### src/rtl/led_pwm_core_if.sv
// IO interconnect slave port bundle for the LED controller.
// Single-cycle read/write strobes; read data returns one cycle after rd_en.
interface led_pwm_core_if;
  logic        rd_en;
  logic        wr_en;
  logic [31:0] address;
  logic [31:0] wr_data;
  logic [31:0] rd_data;

  modport master (output rd_en, output wr_en, output address, output wr_data, input rd_data);
  modport slave  (input rd_en, input wr_en, input address, input wr_data, output rd_data);
endinterface

### src/rtl/led_pwm_core.sv
// MMIO LED controller: per-LED static / PWM / blink modes with register readback.
// Optional breathe mode (mode 3) is built only when LED_BREATHE_EN is defined.
module led_pwm_core #(
  parameter int unsigned NUM_LEDS              = 4,
  parameter int unsigned PWM_BITS              = 8,
  parameter int unsigned PRESCALE_BITS         = 16,
  parameter int unsigned BLINK_BITS            = 8,
  parameter logic [31:0] MMIO_LED_BASE_ADDRESS = 32'h4000_0000
) (
  input  logic                clk,
  input  logic                rst,
  led_pwm_core_if.slave       io_bus_s,
  output logic [NUM_LEDS-1:0] led
);

  logic [NUM_LEDS-1:0]      enable;
  logic [2*NUM_LEDS-1:0]    mode;
  logic [PRESCALE_BITS-1:0] prescale;
  logic [BLINK_BITS-1:0]    blink_half;
  logic [PWM_BITS-1:0]      duty [NUM_LEDS];

  logic [PRESCALE_BITS-1:0] pre_cnt;
  logic [PWM_BITS-1:0]      pwm_cnt;
  logic [BLINK_BITS-1:0]    blink_cnt;
  logic                     phase;

  logic                     cs;
  logic [7:0]               offset;
  logic                     wr;
  logic                     rd;
  logic                     wr_prescale;
  logic [NUM_LEDS-1:0]      duty_sel;
  logic [31:0]              rd_mux;
  logic                     tick;
  logic                     period_end;
  logic [NUM_LEDS-1:0]      led_nxt;
  logic                     unused_wr_bits;

  assign cs             = (io_bus_s.address & MMIO_LED_BASE_ADDRESS) == MMIO_LED_BASE_ADDRESS;
  assign offset         = io_bus_s.address[7:0];
  assign wr             = io_bus_s.wr_en & cs;
  assign rd             = io_bus_s.rd_en & cs;
  assign wr_prescale    = wr && (offset == 8'h08);
  assign unused_wr_bits = ^io_bus_s.wr_data;

  always_comb begin
    duty_sel = '0;
    for (int unsigned i = 0; i < NUM_LEDS; i++) begin
      duty_sel[i] = (offset == 8'(16 + 4 * i));
    end
  end

  // Register file
  always_ff @(posedge clk) begin
    if (rst) begin
      enable     <= '0;
      mode       <= '0;
      prescale   <= '0;
      blink_half <= '0;
    end else if (wr) begin
      case (offset)
        8'h00:   enable     <= io_bus_s.wr_data[NUM_LEDS-1:0];
        8'h04:   mode       <= io_bus_s.wr_data[2*NUM_LEDS-1:0];
        8'h08:   prescale   <= io_bus_s.wr_data[PRESCALE_BITS-1:0];
        8'h0C:   blink_half <= io_bus_s.wr_data[BLINK_BITS-1:0];
        default: ;
      endcase
    end
  end

  always_ff @(posedge clk) begin
    for (int unsigned i = 0; i < NUM_LEDS; i++) begin
      if (rst) begin
        duty[i] <= '0;
      end else if (wr && duty_sel[i]) begin
        duty[i] <= io_bus_s.wr_data[PWM_BITS-1:0];
      end
    end
  end

  // Readback samples the pre-write value, so a same-cycle read/write returns the old contents
  always_comb begin
    rd_mux = '0;
    case (offset)
      8'h00:   rd_mux[NUM_LEDS-1:0]      = enable;
      8'h04:   rd_mux[2*NUM_LEDS-1:0]    = mode;
      8'h08:   rd_mux[PRESCALE_BITS-1:0] = prescale;
      8'h0C:   rd_mux[BLINK_BITS-1:0]    = blink_half;
      default: begin
        for (int unsigned i = 0; i < NUM_LEDS; i++) begin
          if (duty_sel[i]) rd_mux[PWM_BITS-1:0] = duty[i];
        end
      end
    endcase
  end

  always_ff @(posedge clk) begin
    if (rst || !rd) io_bus_s.rd_data <= '0;
    else            io_bus_s.rd_data <= rd_mux;
  end

  // Timebase: prescaler -> PWM counter -> blink half-period counter
  assign tick       = (pre_cnt == prescale);
  assign period_end = tick && (pwm_cnt == '1);

  always_ff @(posedge clk) begin
    if (rst || wr_prescale) begin
      pre_cnt   <= '0;
      pwm_cnt   <= '0;
      blink_cnt <= '0;
      phase     <= 1'b0;
    end else begin
      pre_cnt <= tick ? '0 : pre_cnt + PRESCALE_BITS'(1);
      if (tick) pwm_cnt <= pwm_cnt + PWM_BITS'(1);
      if (period_end) begin
        if (blink_cnt == blink_half) begin
          blink_cnt <= '0;
          phase     <= ~phase;
        end else begin
          blink_cnt <= blink_cnt + BLINK_BITS'(1);
        end
      end
    end
  end

`ifdef LED_BREATHE_EN
  logic [PWM_BITS-1:0] bre_lvl [NUM_LEDS];
  logic [NUM_LEDS-1:0] bre_dir;

  // Direction flips as the endpoint is stepped onto, so the sweep is 0..max..0 with no repeats
  always_ff @(posedge clk) begin
    for (int unsigned i = 0; i < NUM_LEDS; i++) begin
      if (rst || (mode[2*i +: 2] != 2'd3)) begin
        bre_lvl[i] <= '0;
        bre_dir[i] <= 1'b0;
      end else if (period_end) begin
        if (!bre_dir[i]) begin
          bre_lvl[i] <= bre_lvl[i] + PWM_BITS'(1);
          if (bre_lvl[i] == {{(PWM_BITS-1){1'b1}}, 1'b0}) bre_dir[i] <= 1'b1;
        end else begin
          bre_lvl[i] <= bre_lvl[i] - PWM_BITS'(1);
          if (bre_lvl[i] == PWM_BITS'(1)) bre_dir[i] <= 1'b0;
        end
      end
    end
  end
`endif

  always_comb begin
    led_nxt = '0;
    for (int unsigned i = 0; i < NUM_LEDS; i++) begin
      if (enable[i]) begin
        case (mode[2*i +: 2])
          2'd0:    led_nxt[i] = 1'b1;
          2'd1:    led_nxt[i] = (pwm_cnt < duty[i]);
          2'd2:    led_nxt[i] = phase && (pwm_cnt < duty[i]);
`ifdef LED_BREATHE_EN
          default: led_nxt[i] = (pwm_cnt < bre_lvl[i]);
`else
          default: led_nxt[i] = 1'b0;
`endif
        endcase
      end
    end
  end

  always_ff @(posedge clk) begin
    if (rst) led <= '0;
    else     led <= led_nxt;
  end

endmodule

### src/flat_wrapper.sv
// flat-port wrapper written by rule: the top's interface ports become plain ports
module led_pwm_core_flat 
#(
  parameter int unsigned NUM_LEDS              = 4,
  parameter int unsigned PWM_BITS              = 8,
  parameter int unsigned PRESCALE_BITS         = 16,
  parameter int unsigned BLINK_BITS            = 8,
  parameter logic [31:0] MMIO_LED_BASE_ADDRESS = 32'h4000_0000
)
  (clk, rst, led, io_bus_s_rd_en, io_bus_s_wr_en, io_bus_s_address, io_bus_s_wr_data, io_bus_s_rd_data);
  led_pwm_core_if io_bus_s_i ();
  input  logic clk;
  input  logic rst;
  output logic [NUM_LEDS-1:0] led;
  input wire logic [$bits(io_bus_s_i.rd_en)-1:0] io_bus_s_rd_en;
  input wire logic [$bits(io_bus_s_i.wr_en)-1:0] io_bus_s_wr_en;
  input wire logic [$bits(io_bus_s_i.address)-1:0] io_bus_s_address;
  input wire logic [$bits(io_bus_s_i.wr_data)-1:0] io_bus_s_wr_data;
  output wire logic [$bits(io_bus_s_i.rd_data)-1:0] io_bus_s_rd_data;
  assign io_bus_s_i.rd_en = io_bus_s_rd_en;
  assign io_bus_s_i.wr_en = io_bus_s_wr_en;
  assign io_bus_s_i.address = io_bus_s_address;
  assign io_bus_s_i.wr_data = io_bus_s_wr_data;
  assign io_bus_s_rd_data = io_bus_s_i.rd_data;
  led_pwm_core #(.NUM_LEDS(NUM_LEDS), .PWM_BITS(PWM_BITS), .PRESCALE_BITS(PRESCALE_BITS), .BLINK_BITS(BLINK_BITS), .MMIO_LED_BASE_ADDRESS(MMIO_LED_BASE_ADDRESS)) u_core (.clk(clk), .rst(rst), .io_bus_s(io_bus_s_i), .led(led));
endmodule
### config.mk
export PLATFORM = sky130hd
export DESIGN_NAME = led_pwm_core_flat
export DESIGN_NICKNAME = d
export VERILOG_FILES = /design/src/rtl/led_pwm_core_if.sv /design/src/rtl/led_pwm_core.sv /design/src/flat_wrapper.sv
export SDC_FILE = /design/constraint.sdc
export NUM_CORES = 1
export LEC_CHECK = 0
export CAP_MARGIN = 20
export CORE_MARGIN = 1
export CORE_UTILIZATION = 45
export CTS_BUF_LIST = sky130_fd_sc_hd__clkbuf_4 sky130_fd_sc_hd__clkbuf_8
export CTS_CLUSTER_DIAMETER = 80
export DETAILED_ROUTE_END_ITERATION = 16
export PLACE_DENSITY = 0.72
export RECOVER_POWER = 25
export SLEW_MARGIN = 30
export SYNTH_ARGS = -nofsm -noshare
export SYNTH_HDL_FRONTEND = slang
export SYNTH_SLANG_ARGS = --single-unit
### constraint.sdc
create_clock -name clk -period 1.95 [get_ports clk]
set_input_delay 0.195 -clock clk [delete_from_list [all_inputs] [get_ports clk]]
set_output_delay 0.195 -clock clk [all_outputs]
set_load 0.02 [all_outputs]
==> impl_results.md <==
- Cell at the root of the clock tree: clkbuf_8
- Reg2Reg Launch Point: u_core.pre_cnt[3]
- Maximum frequency from static timing analysis: a little over 500 MHz
- Hold Fails Final Rpt: 0
- Final Instance Count excl. Fillers: between 900 and 1,000
- Post-Syn Instances: roughly 650
- Final wirelength: 16,900 µm
- Mapped Avg Cell Area: between 9 and 10 µm²
- M2 GR Usage: 35.9%
- Class of the most critical setup path: reg -> reg
- Max-capacitance violation count: 0
- Floorplan row count: 42
- Number of buffers on the longest clock path: 2
- Hold Path Depth: 3
- Smallest setup slack after layout: -0.0151 ns
- RSZ-0062 raised after global routing: yes
- Min Tclk post-route: 1.97 ns
- Number of global-route vias before repair: roughly 5,000
- Reg-to-reg setup timing slack: -0.02 ns
- Number of antenna-violating nets in the routed design: 0
- Final Cycle Share: 101%
- Most frequent standard cell in the layout excluding fill and tap cells: dfxtp_1
- Die X: 119 µm
- Buffers added on ports: between 40 and 50
- Clk pin slew, worst setup/hold paths: approximately 0.060 ns
- Inst Count DP: around 930
- Highest fanout seen on the critical path: 8
- Min-Delay Startpoint: io_bus_s_wr_data[13]
- Leading cell types in the layout, fill and taps excluded: dfxtp_1, buf_4, nand2_1
- Core ar.: around 13,000 µm²
- Worst min path class: in -> reg
- Worst Reg-to-Reg Cells: 7
- Count of warnings emitted by yosys: 0
- GRT busiest layer: met2
- Initial DRC Count: about 280
- Final setup skew: 0.0120 ns
- GPL Wtd Cong: ~0.98
- Main area contributors after synthesis: dfxtp_1, edfxtp_1, ha_1, and2_1, xor2_1
- Count of flip-flops with a built-in enable after synthesis: 32
- Power per Cell Area: 664 nW/µm²
- DRC errors left: 0
- Pin count of the biggest net entering global routing: 30
- Maximum vdd ir drop: about 0.55 mV
- Run status: complete, but fails checks
- Leading area contributor after synthesis: dfxtp_1
- Fin util: 59.8%
- Final slew viol count: 0
- Failing checks: negative setup slack
- M3 GR Usage: under 10%
- Post-synth ARST share: 0%
- Clock network latency to the later pin of the worst-skew pair: 0.45 ns
- Number of distinct library cells after synthesis: 51
- Overall Global Routing Usage: 24.3%
- Number of antenna repair diodes: 0
- Register area share after synthesis: roughly 45%
- Starting Density: a little under half
- Flip-flop and latch count after synthesis: roughly 120
- Critical path startpoint: u_core.pre_cnt[3]
- Total Nets Final: 882
- TritonCTS clock tree: done
- Clock net sink count: around 120
- Fraction of layout instances using a drive strength above 1: between 10% and 20%
- Area overhead of the layout relative to synthesis: 29.1%
- Number of buffers added to fix hold violations after cts: 0
- Number of levels the H-tree was split into: 4
- Number of top-level pins: between 100 and 150
- Element type at the critical path end: flip-flop
- Via count: around 5,400
- Final HPWL from detailed placement: between 10,000 and 15,000 µm
- Vert. Die Dim: 119 µm
- WL per Instance: between 15 and 20 µm
- Destination of the worst register-to-register timing path: u_core.pwm_cnt[7]
- Leakage power of the design: roughly 3.5 nW
- Synth top area share: between 20 and 30%
- Area of all placed cells without fillers: slightly below 8000 µm²
- Total standard cell area after synthesis: about 6200 µm²
- Overflow left after global routing: 0
- Mean number of vias per cell: 5.51
- Full die area: 14,200 µm²
- M1 GR Usage: approximately 33%
- Global-route wire length before repair: roughly 26,000 µm
- Area post-placement: between 7000 and 8000 µm²
- Pre-Repair DR Iteration Count: 7
- Most common flop cell mapped by yosys: dfxtp_1
- Endpoint of the worst hold-timing path: u_core.prescale[13]
- Initial antenna violation count: 0
- Critical path required time: between 2 and 2.5 ns
- Inserted Clock Buffers: 17
- Worst EP arrival: 2.35 ns
- Sort of element at the start of the critical path: flip-flop
- Number of failing setup endpoints in the final timing report: 3
## cell usage after synthesis (2+ instances only)
cell        n
nor4b_2     2
a211o_1     4
or4_1       6
ha_1       31
clkbuf_1   14
o22ai_1     4
buf_4      19
a221o_1     4
or3_1       9
a211oi_1    4
a21o_1      8
or2_2       5
o2111a_1    4
edfxtp_1   32
xor2_1     31
nor3_1      7
nand2b_1    4
nor2_1     38
and2_1     44
o31ai_1     5
a31oi_1     5
nand4_1     6
and4_1      5
nor2b_1     4
o2111ai_1   8
a222oi_1    4
o21ai_0    14
buf_2       4
a21oi_1    52
nor4_1      8
a22o_1      4
xnor2_1     8
dfxtp_1    89
nand2_1    69
and3_1     10
mux2_2      4
inv_1      30
mux2i_1    13
a22oi_1     5
nand3_1    22
a221oi_1    4
## what timing repair did
action                                  4_1_cts  5_1_grt
cloned                                        0        2
endpoints found under the setup margin       11       15
resized for setup                             3       39
hold endpoints to repair                      0        0
pin swaps                                     0       18
buffers inserted                              0        7
## critical path: stages (launching register included)
cell and delay (ns):
dfxtp_4 0.37, xor2_2 0.18, nor4_2 0.31, nand4_1 0.14, buf_6 0.17, buf_12 0.14
or4_4 0.47, a21oi_2 0.12
## flip-flops by register name, indices dropped and copies added (netlist names)
signal,flops
u_core.phase,1
u_core.enable,4
u_core.led,4
u_core.mode,8
u_core.duty,32
u_core.blink_half,8
u_core.io_bus_s.rd_data,16
u_core.blink_cnt,8
u_core.pwm_cnt,8
u_core.pre_cnt,16
u_core.prescale,16
## power breakdown
part	internal, mW	switching [mW]
sequential	2.61	0.0321
combinational	0.196	0.238
clock	1.22	0.978
## through the flow
| stage | hold slack [ns] | setup TNS, ns | setup WS [ns] | power, mW |
|---|---|---|---|---|
| after floorplan | 0.331 | 0 | 0.0755 | 2.92 |
| after global placement | 0.447 | -19.34 | -0.352 | 3.10 |
| after detailed placement | 0.461 | -19.34 | -0.363 | 3.11 |
| after CTS | 0.270 | 0 | 0.00402 | 5.29 |
| after global routing | 0.271 | -0.754 | -0.0950 | 5.47 |
| final | 0.285 | -0.0286 | -0.0151 | 5.28 |
## metal layers
layer / wire length [µm] / vias up
li1: - / 2574
met1: 7590 / 2535
met2: 7560 / 201
met3: 1180 / 41
met4: 612 / 0
met5: 0 / -
## cell families (layout without fill, tap and decap cells)
kind of cell	Yosys count	count (layout)	synth area share [%]
AND/OR/NAND/NOR	246	246	21.2
AO/OA/AOI/OAI	131	131	14.2
flip-flops	121	121	44.5
buffers and inverters	67	194	5.32
XOR/XNOR	39	39	5.55
adder cells (fa/ha/maj)	31	31	6.30
multiplexers	17	17	2.84
other	1	16	0.0609
## final cells by class
cell class | instances | area, µm²
flip-flops and latches | 121 | 2760
fillers | 1114 | 5340
clock buffers | 22 | 284
well taps | 176 | 220
repair buffers | 133 | 1210
clock inverters | 9 | 100
multi-input cells | 480 | 3270
inverters | 30 | 113
## how the worst max path moves through the flow
stage | end | slack, ns | cells after the start
2_1_floorplan | u_core.phase | 0.08 | 6
3_3_place_gp | u_core.io_bus_s.rd_data[6] | -0.35 | 7
3_5_place_dp | u_core.io_bus_s.rd_data[6] | -0.36 | 7
4_1_cts | u_core.phase | 0.004 | 6
5_1_grt | u_core.pwm_cnt[5] | -0.1 | 7
6_report | u_core.pwm_cnt[7] | -0.02 | 7
Note: power is estimated with default switching activity, not from simulation.
